`config.mk`:
```
export PLATFORM = sky130hd
export DESIGN_NAME = uart_cmd_parser_flat
export DESIGN_NICKNAME = d
export VERILOG_FILES = /design/src/rtl/uart_cmd_if.sv /design/src/rtl/uart_cmd_parser.sv /design/src/flat_wrapper.sv
export SDC_FILE = /design/constraint.sdc
export NUM_CORES = 1
export LEC_CHECK = 0
export BUFFER_PORTS_ARGS = -buffer_cell sky130_fd_sc_hd__buf_4
export CORE_MARGIN = 2
export CORE_UTILIZATION = 49
export DETAILED_ROUTE_END_ITERATION = 12
export PLACE_DENSITY = 0.81
export SETUP_SLACK_MARGIN = 0.15
export SYNTH_ARGS = -nofsm -noshare
export SYNTH_HDL_FRONTEND = slang
export SYNTH_SLANG_ARGS = --single-unit
```
`constraint.sdc`:
```
create_clock -name clk40M -period 4.3 [get_ports clk40M]
set_input_delay 0.86 -clock clk40M [delete_from_list [all_inputs] [get_ports clk40M]]
set_output_delay 0.86 -clock clk40M [all_outputs]
set_load 0.005 [all_outputs]
```
`src/rtl/uart_cmd_if.sv`:
```
// Byte-stream input, decoded-frame handshake and error strobes of the UART command parser.
interface uart_cmd_if;
   logic        rx_dv;
   logic [7:0]  rx_byte;
   logic        frm_valid;
   logic        frm_ready;
   logic [7:0]  frm_cmd;
   logic [15:0] frm_addr;
   logic [15:0] frm_data;
   logic        err_badcmd;
   logic        err_timeout;
   logic        err_overrun;

   // Byte source and frame consumer side
   modport master (
      output rx_dv, rx_byte, frm_ready,
      input  frm_valid, frm_cmd, frm_addr, frm_data,
      input  err_badcmd, err_timeout, err_overrun
   );

   // Parser side
   modport slave (
      input  rx_dv, rx_byte, frm_ready,
      output frm_valid, frm_cmd, frm_addr, frm_data,
      output err_badcmd, err_timeout, err_overrun
   );
endinterface

```
`src/rtl/uart_cmd_parser.sv`:
```
// UART command parser: assembles cmd/addr_l/addr_h/data_l/data_h byte frames into a
// held output register with valid/ready handshake, reporting bad commands, inter-byte
// timeouts and frames dropped because the output register was still occupied.
module uart_cmd_parser #(
   parameter int unsigned TIMEOUT_CLKS = 40000
) (
   input logic       clk40M,
   input logic       nRst,
   uart_cmd_if.slave bus
);

   localparam int unsigned CNT_W = $clog2(TIMEOUT_CLKS + 1);
   localparam logic [CNT_W-1:0] CNT_MAX = CNT_W'(TIMEOUT_CLKS);

   typedef enum logic [2:0] {
      S_CMD    = 3'd0,
      S_ADDR_L = 3'd1,
      S_ADDR_H = 3'd2,
      S_DATA_L = 3'd3,
      S_DATA_H = 3'd4
   } state_t;

   state_t state, state_nxt;

   logic [CNT_W-1:0] idle_cnt, idle_cnt_nxt;
   logic [7:0]  cmd, cmd_nxt;
   logic [7:0]  addr_l, addr_l_nxt;
   logic [7:0]  addr_h, addr_h_nxt;
   logic [7:0]  data_l, data_l_nxt;

   logic        hold_valid, hold_valid_nxt;
   logic [7:0]  hold_cmd, hold_cmd_nxt;
   logic [15:0] hold_addr, hold_addr_nxt;
   logic [15:0] hold_data, hold_data_nxt;
   logic        badcmd_p, badcmd_p_nxt;
   logic        timeout_p, timeout_p_nxt;
   logic        overrun_p, overrun_p_nxt;

   logic        legal_cmd_c;
   logic        timeout_c;
   logic        frame_done_c;
   logic        load_ok_c;

   // Decode helpers; a byte arriving in the timeout cycle wins over the timeout
   always_comb begin
      legal_cmd_c  = (bus.rx_byte == 8'hA0) || (bus.rx_byte == 8'hA1) || (bus.rx_byte == 8'hA2);
      timeout_c    = (state != S_CMD) && !bus.rx_dv && (idle_cnt == CNT_MAX);
      frame_done_c = (state == S_DATA_H) && bus.rx_dv;
      load_ok_c    = !hold_valid || bus.frm_ready;
   end

   // State register
   always_ff @(posedge clk40M or negedge nRst) begin
      if (!nRst) begin
         state <= S_CMD;
      end else begin
         state <= state_nxt;
      end
   end

   // Next-state logic
   always_comb begin
      state_nxt = state;
      if (timeout_c) begin
         state_nxt = S_CMD;
      end else if (bus.rx_dv) begin
         case (state)
            S_CMD:    state_nxt = legal_cmd_c ? S_ADDR_L : S_CMD;
            S_ADDR_L: state_nxt = S_ADDR_H;
            S_ADDR_H: state_nxt = S_DATA_L;
            S_DATA_L: state_nxt = S_DATA_H;
            S_DATA_H: state_nxt = S_CMD;
            default:  state_nxt = S_CMD;
         endcase
      end
   end

   // Output/datapath next values: byte capture, idle counter, frame register, error pulses
   always_comb begin
      cmd_nxt        = cmd;
      addr_l_nxt     = addr_l;
      addr_h_nxt     = addr_h;
      data_l_nxt     = data_l;
      hold_valid_nxt = hold_valid && !bus.frm_ready;
      hold_cmd_nxt   = hold_cmd;
      hold_addr_nxt  = hold_addr;
      hold_data_nxt  = hold_data;
      badcmd_p_nxt   = 1'b0;
      timeout_p_nxt  = timeout_c;
      overrun_p_nxt  = 1'b0;

      if ((state == S_CMD) || bus.rx_dv || timeout_c) begin
         idle_cnt_nxt = '0;
      end else begin
         idle_cnt_nxt = idle_cnt + CNT_W'(1);
      end

      if (bus.rx_dv) begin
         case (state)
            S_CMD: begin
               if (legal_cmd_c) begin
                  cmd_nxt = bus.rx_byte;
               end else begin
                  badcmd_p_nxt = 1'b1;
               end
            end
            S_ADDR_L: addr_l_nxt = bus.rx_byte;
            S_ADDR_H: addr_h_nxt = bus.rx_byte;
            S_DATA_L: data_l_nxt = bus.rx_byte;
            default: ;
         endcase
      end

      if (frame_done_c) begin
         if (load_ok_c) begin
            hold_valid_nxt = 1'b1;
            hold_cmd_nxt   = cmd;
            hold_addr_nxt  = {addr_h, addr_l};
            hold_data_nxt  = {bus.rx_byte, data_l};
         end else begin
            overrun_p_nxt  = 1'b1;
         end
      end
   end

   // Datapath and output registers
   always_ff @(posedge clk40M or negedge nRst) begin
      if (!nRst) begin
         idle_cnt   <= '0;
         cmd        <= '0;
         addr_l     <= '0;
         addr_h     <= '0;
         data_l     <= '0;
         hold_valid <= 1'b0;
         hold_cmd   <= '0;
         hold_addr  <= '0;
         hold_data  <= '0;
         badcmd_p   <= 1'b0;
         timeout_p  <= 1'b0;
         overrun_p  <= 1'b0;
      end else begin
         idle_cnt   <= idle_cnt_nxt;
         cmd        <= cmd_nxt;
         addr_l     <= addr_l_nxt;
         addr_h     <= addr_h_nxt;
         data_l     <= data_l_nxt;
         hold_valid <= hold_valid_nxt;
         hold_cmd   <= hold_cmd_nxt;
         hold_addr  <= hold_addr_nxt;
         hold_data  <= hold_data_nxt;
         badcmd_p   <= badcmd_p_nxt;
         timeout_p  <= timeout_p_nxt;
         overrun_p  <= overrun_p_nxt;
      end
   end

   assign bus.frm_valid   = hold_valid;
   assign bus.frm_cmd     = hold_cmd;
   assign bus.frm_addr    = hold_addr;
   assign bus.frm_data    = hold_data;
   assign bus.err_badcmd  = badcmd_p;
   assign bus.err_timeout = timeout_p;
   assign bus.err_overrun = overrun_p;

endmodule

```
`src/flat_wrapper.sv`:
```
// flat-port wrapper written by rule: the top's interface ports become plain ports
module uart_cmd_parser_flat 
#(
   parameter int unsigned TIMEOUT_CLKS = 40000
)
  (clk40M, nRst, bus_rx_dv, bus_rx_byte, bus_frm_ready, bus_frm_valid, bus_frm_cmd, bus_frm_addr, bus_frm_data, bus_err_badcmd, bus_err_timeout, bus_err_overrun);
  uart_cmd_if bus_i ();
  input logic clk40M;
  input logic nRst;
  input wire logic [$bits(bus_i.rx_dv)-1:0] bus_rx_dv;
  input wire logic [$bits(bus_i.rx_byte)-1:0] bus_rx_byte;
  input wire logic [$bits(bus_i.frm_ready)-1:0] bus_frm_ready;
  output wire logic [$bits(bus_i.frm_valid)-1:0] bus_frm_valid;
  output wire logic [$bits(bus_i.frm_cmd)-1:0] bus_frm_cmd;
  output wire logic [$bits(bus_i.frm_addr)-1:0] bus_frm_addr;
  output wire logic [$bits(bus_i.frm_data)-1:0] bus_frm_data;
  output wire logic [$bits(bus_i.err_badcmd)-1:0] bus_err_badcmd;
  output wire logic [$bits(bus_i.err_timeout)-1:0] bus_err_timeout;
  output wire logic [$bits(bus_i.err_overrun)-1:0] bus_err_overrun;
  assign bus_i.rx_dv = bus_rx_dv;
  assign bus_i.rx_byte = bus_rx_byte;
  assign bus_i.frm_ready = bus_frm_ready;
  assign bus_frm_valid = bus_i.frm_valid;
  assign bus_frm_cmd = bus_i.frm_cmd;
  assign bus_frm_addr = bus_i.frm_addr;
  assign bus_frm_data = bus_i.frm_data;
  assign bus_err_badcmd = bus_i.err_badcmd;
  assign bus_err_timeout = bus_i.err_timeout;
  assign bus_err_overrun = bus_i.err_overrun;
  uart_cmd_parser #(.TIMEOUT_CLKS(TIMEOUT_CLKS)) u_core (.clk40M(clk40M), .nRst(nRst), .bus(bus_i));
endmodule
```
==> impl_results.md <==
* Pint at 1.96 mW
* First-pass GRT wire length at 11300 um
* Seq/Total Area, Yosys at 62.6%
* GPL Wtd Cong at 0.838
* Power density over the cells at 596 nW/um^2
* CTS max path bufs at 2
* Die X at 92.0 um
* Clk sinks at 95
* Post-Synth Adder-Cell Area at 0.659%
* Crit path max fanout at 8
* Final Power at 2.68 mW
* First-pass DRT Iterations at 4
* Layout Skew at 9.20 ps
* Initial Utilization at 49.9%
* Congestion Overflow GR at 0
* Syn Area/Cell at 14.2 sq um
* Register Area at 2380 sq um
* WP data arrival at 2510 ps
* Critical Path Sink Type: flop
* Synth unique cells at 35
* Die Ht at 92.0 um
* FMAX at 439 MHz
* R2R Path End: u_core.idle_cnt[4]
* Main combinational cell family by area after synthesis: multiplexers
* Post-DR wirelength/cell at 15.4 um
* Post-CTS resize count at 0
* Via count at 2236
* Clock root buffer: clkbuf_8
* Fin. Hold Viols at 0
* FF+latch count, synth at 95
* Sw Share at 26.9%
* EDFF count, synth at 0
* DRT antenna net count at 0
* NetSw at 722 uW
* Drt total wl at 6650 um
* Final slew viol count at 0
* H-tree Lvls at 3
* Layout cells sized above 1 at 43.5%
* CTS Hold Bufs at 0
* Launching point of the worst reg2reg path: u_core.idle_cnt[2]
* Top-level port count at 56
* Slew HR at 45.2%
* Unrepaired setup endpoints after global routing: no
* Post-Synth Simple-Gate Area at 10.7%
* Fin nets at 340
* Post-Synth XOR/XNOR Area at 3.46%
* Cell leakage power at 2.11 nW
* Initial antenna violation count at 0
* Post-CTS setup buffer count at 0
* Most frequent cells in the layout: 95 x dfrtp_1, 66 x mux2_2, 57 x buf_4
* Final Critical Period at 2280 ps
* Kind of critical path: in2reg
* Global Route Usage Sum at 17.0%
* Die area at 8470 sq um
* Area Growth Syn to Fin at 18.6%
* FILL cells at 632
* Worst Max-Slew Pin Slew at 818 ps
* Initial DRC count at 61
* Comb power frac at 26.3%
* Worst vdd ir at 0.260 mV
* CORE AREA at 7610 sq um
* Yosys warnings at 0
* Seq pwr share at 50.8%
* Setup TNS at 0 ps
* Pin count of the biggest net entering global routing at 68
* Fin crit share at 53.0%
* Critical path launch point type: input port
* Worst hold path class: reg2reg
* FP Rows at 32
* Status: finished clean
* Cell count after synthesis at 267
* Setup slack, reg-to-reg at 2070 ps
* Synth Area in Compound Gates at 0.725%
* Data required, critical path at 4530 ps
* Area occupied by multi-input gates at 1340 sq um
* Finish-stage setup viols at 0
* Critical Path Sink: u_core.cmd[1]
* CTS clk-pin slew, worst paths at 90 ps
* DRC at 0
* CTS tree: yes
* Vias per std cell at 5.19
* # Max-Cap Violations at 0
* Vias in the first global route at 2291
* Syn nets at 281
* Synth Flop Type: dfrtp_1
* Post-synthesis mux area share at 19.6%
* N_diodes at 0
* Clk_lat worst skew at 350 ps
* CTS buffer count at 9
* Crit. Startpoint: bus_rx_byte[2]
* Commonest non-fill, non-tap cell in the layout: dfrtp_1
* DP HPWL at 4400 um
* R2R cell count at 4
* Clk pwr share at 22.9%
* Async set-reset flop share out of synthesis at 100%
* Syn Std Cell Area at 3800 sq um
* Port bufs at 55
==> kinds of logic (layout without fill, tap and decap cells) <==
group / Yosys count / in the layout
buffers and inverters: 15 / 77
DFF: 95 / 95
muxes: 66 / 66
AOI/OAI and AO/OA: 3 / 3
and+or+nand+nor: 71 / 71
xor gates and xnor gates: 15 / 15
adders and majority gates: 2 / 2
==> stage by stage <==
stage	setup WS, ps	cells	cell area, sq um	hold WS [ps]	util, %
detailed placement	1660	417	4300	467	56.5
global route	1890	431	4500	511	59.2
global placement	1680	417	4300	454	56.5
CTS	2030	431	4500	494	59.2
floorplan	2070	267	3800	430	-
finish	2020	431	4500	490	59.2
==> worst min-delay path by stage <==
stage / from / endpoint / slack (ps) / cells after the start
2_1_floorplan: u_core.cmd[5] / u_core.cmd[5] / 430 / 1
3_3_place_gp: u_core.cmd[5] / u_core.cmd[5] / 450 / 1
3_5_place_dp: u_core.cmd[7] / u_core.cmd[7] / 470 / 1
4_1_cts: u_core.cmd[7] / u_core.cmd[7] / 490 / 1
5_1_grt: u_core.cmd[6] / u_core.cmd[6] / 510 / 1
6_report: u_core.cmd[5] / u_core.cmd[5] / 490 / 1
==> worst max-delay path, stage by stage <==
cell and delay (ps):
buf_4 130, nor4b_1 400, nand4b_1 210, or4_1 590, mux2_2 320
==> sequential cells by signal, summed over array words and instances, names as in the netlist, 3 cells and up <==
| register | flops |
|---|---|
| u_core.addr_l | 8 |
| u_core.cmd | 8 |
| u_core.idle_cnt | 16 |
| u_core.data_l | 8 |
| u_core.bus.frm_cmd | 8 |
| u_core.bus.frm_data | 16 |
| u_core.bus.frm_addr | 16 |
| u_core.state | 3 |
| u_core.addr_h | 8 |
==> cell type report <==
cell class                      instances  area share (%)
Timing Repair Buffer                   57            9.50
Sequential cell                        95            52.8
Tap cell                              102            2.83
Inverter                                6           0.500
Clock inverter                          5            1.86
Clock buffer                            9            2.75
Multi-Input combinational cell        157            29.8
==> synth_stat cells, types with 2 or more instances <==
cell / number / share of area [%]
xor2_1: 2 / 0.46
ha_1: 2 / 0.66
clkbuf_1: 3 / 0.30
nor2_1: 21 / 2.1
nand4b_1: 2 / 0.46
nor4_1: 5 / 0.82
nand2b_1: 5 / 0.82
inv_1: 6 / 0.59
nand4_1: 4 / 0.66
buf_2: 4 / 0.53
mux2_2: 66 / 20
dfrtp_1: 95 / 63
nor3_1: 4 / 0.53
nand2_1: 6 / 0.59
and2_1: 4 / 0.66
or4b_1: 2 / 0.53
xnor2_1: 13 / 3.0
nand3_1: 6 / 0.79
==> metal layers <==
metal,global-route usage (%),vias up,wire length (um)
met1,22.8,1134,3020
li1,-,1042,-
met5,0,-,0
met2,27.4,47,3240
met3,2.71,13,229
met4,7.59,0,155
==> power by group through the flow <==
stage	clock network (mW)	logic (mW)	registers, mW
global placement	0	0.692	1.36
detailed placement	0	0.713	1.38
floorplan	0	0.403	1.34
finish	0.615	0.705	1.36
CTS	0.628	0.718	1.37
global route	0.666	0.766	1.41
(Power assumes the default switching activity.)
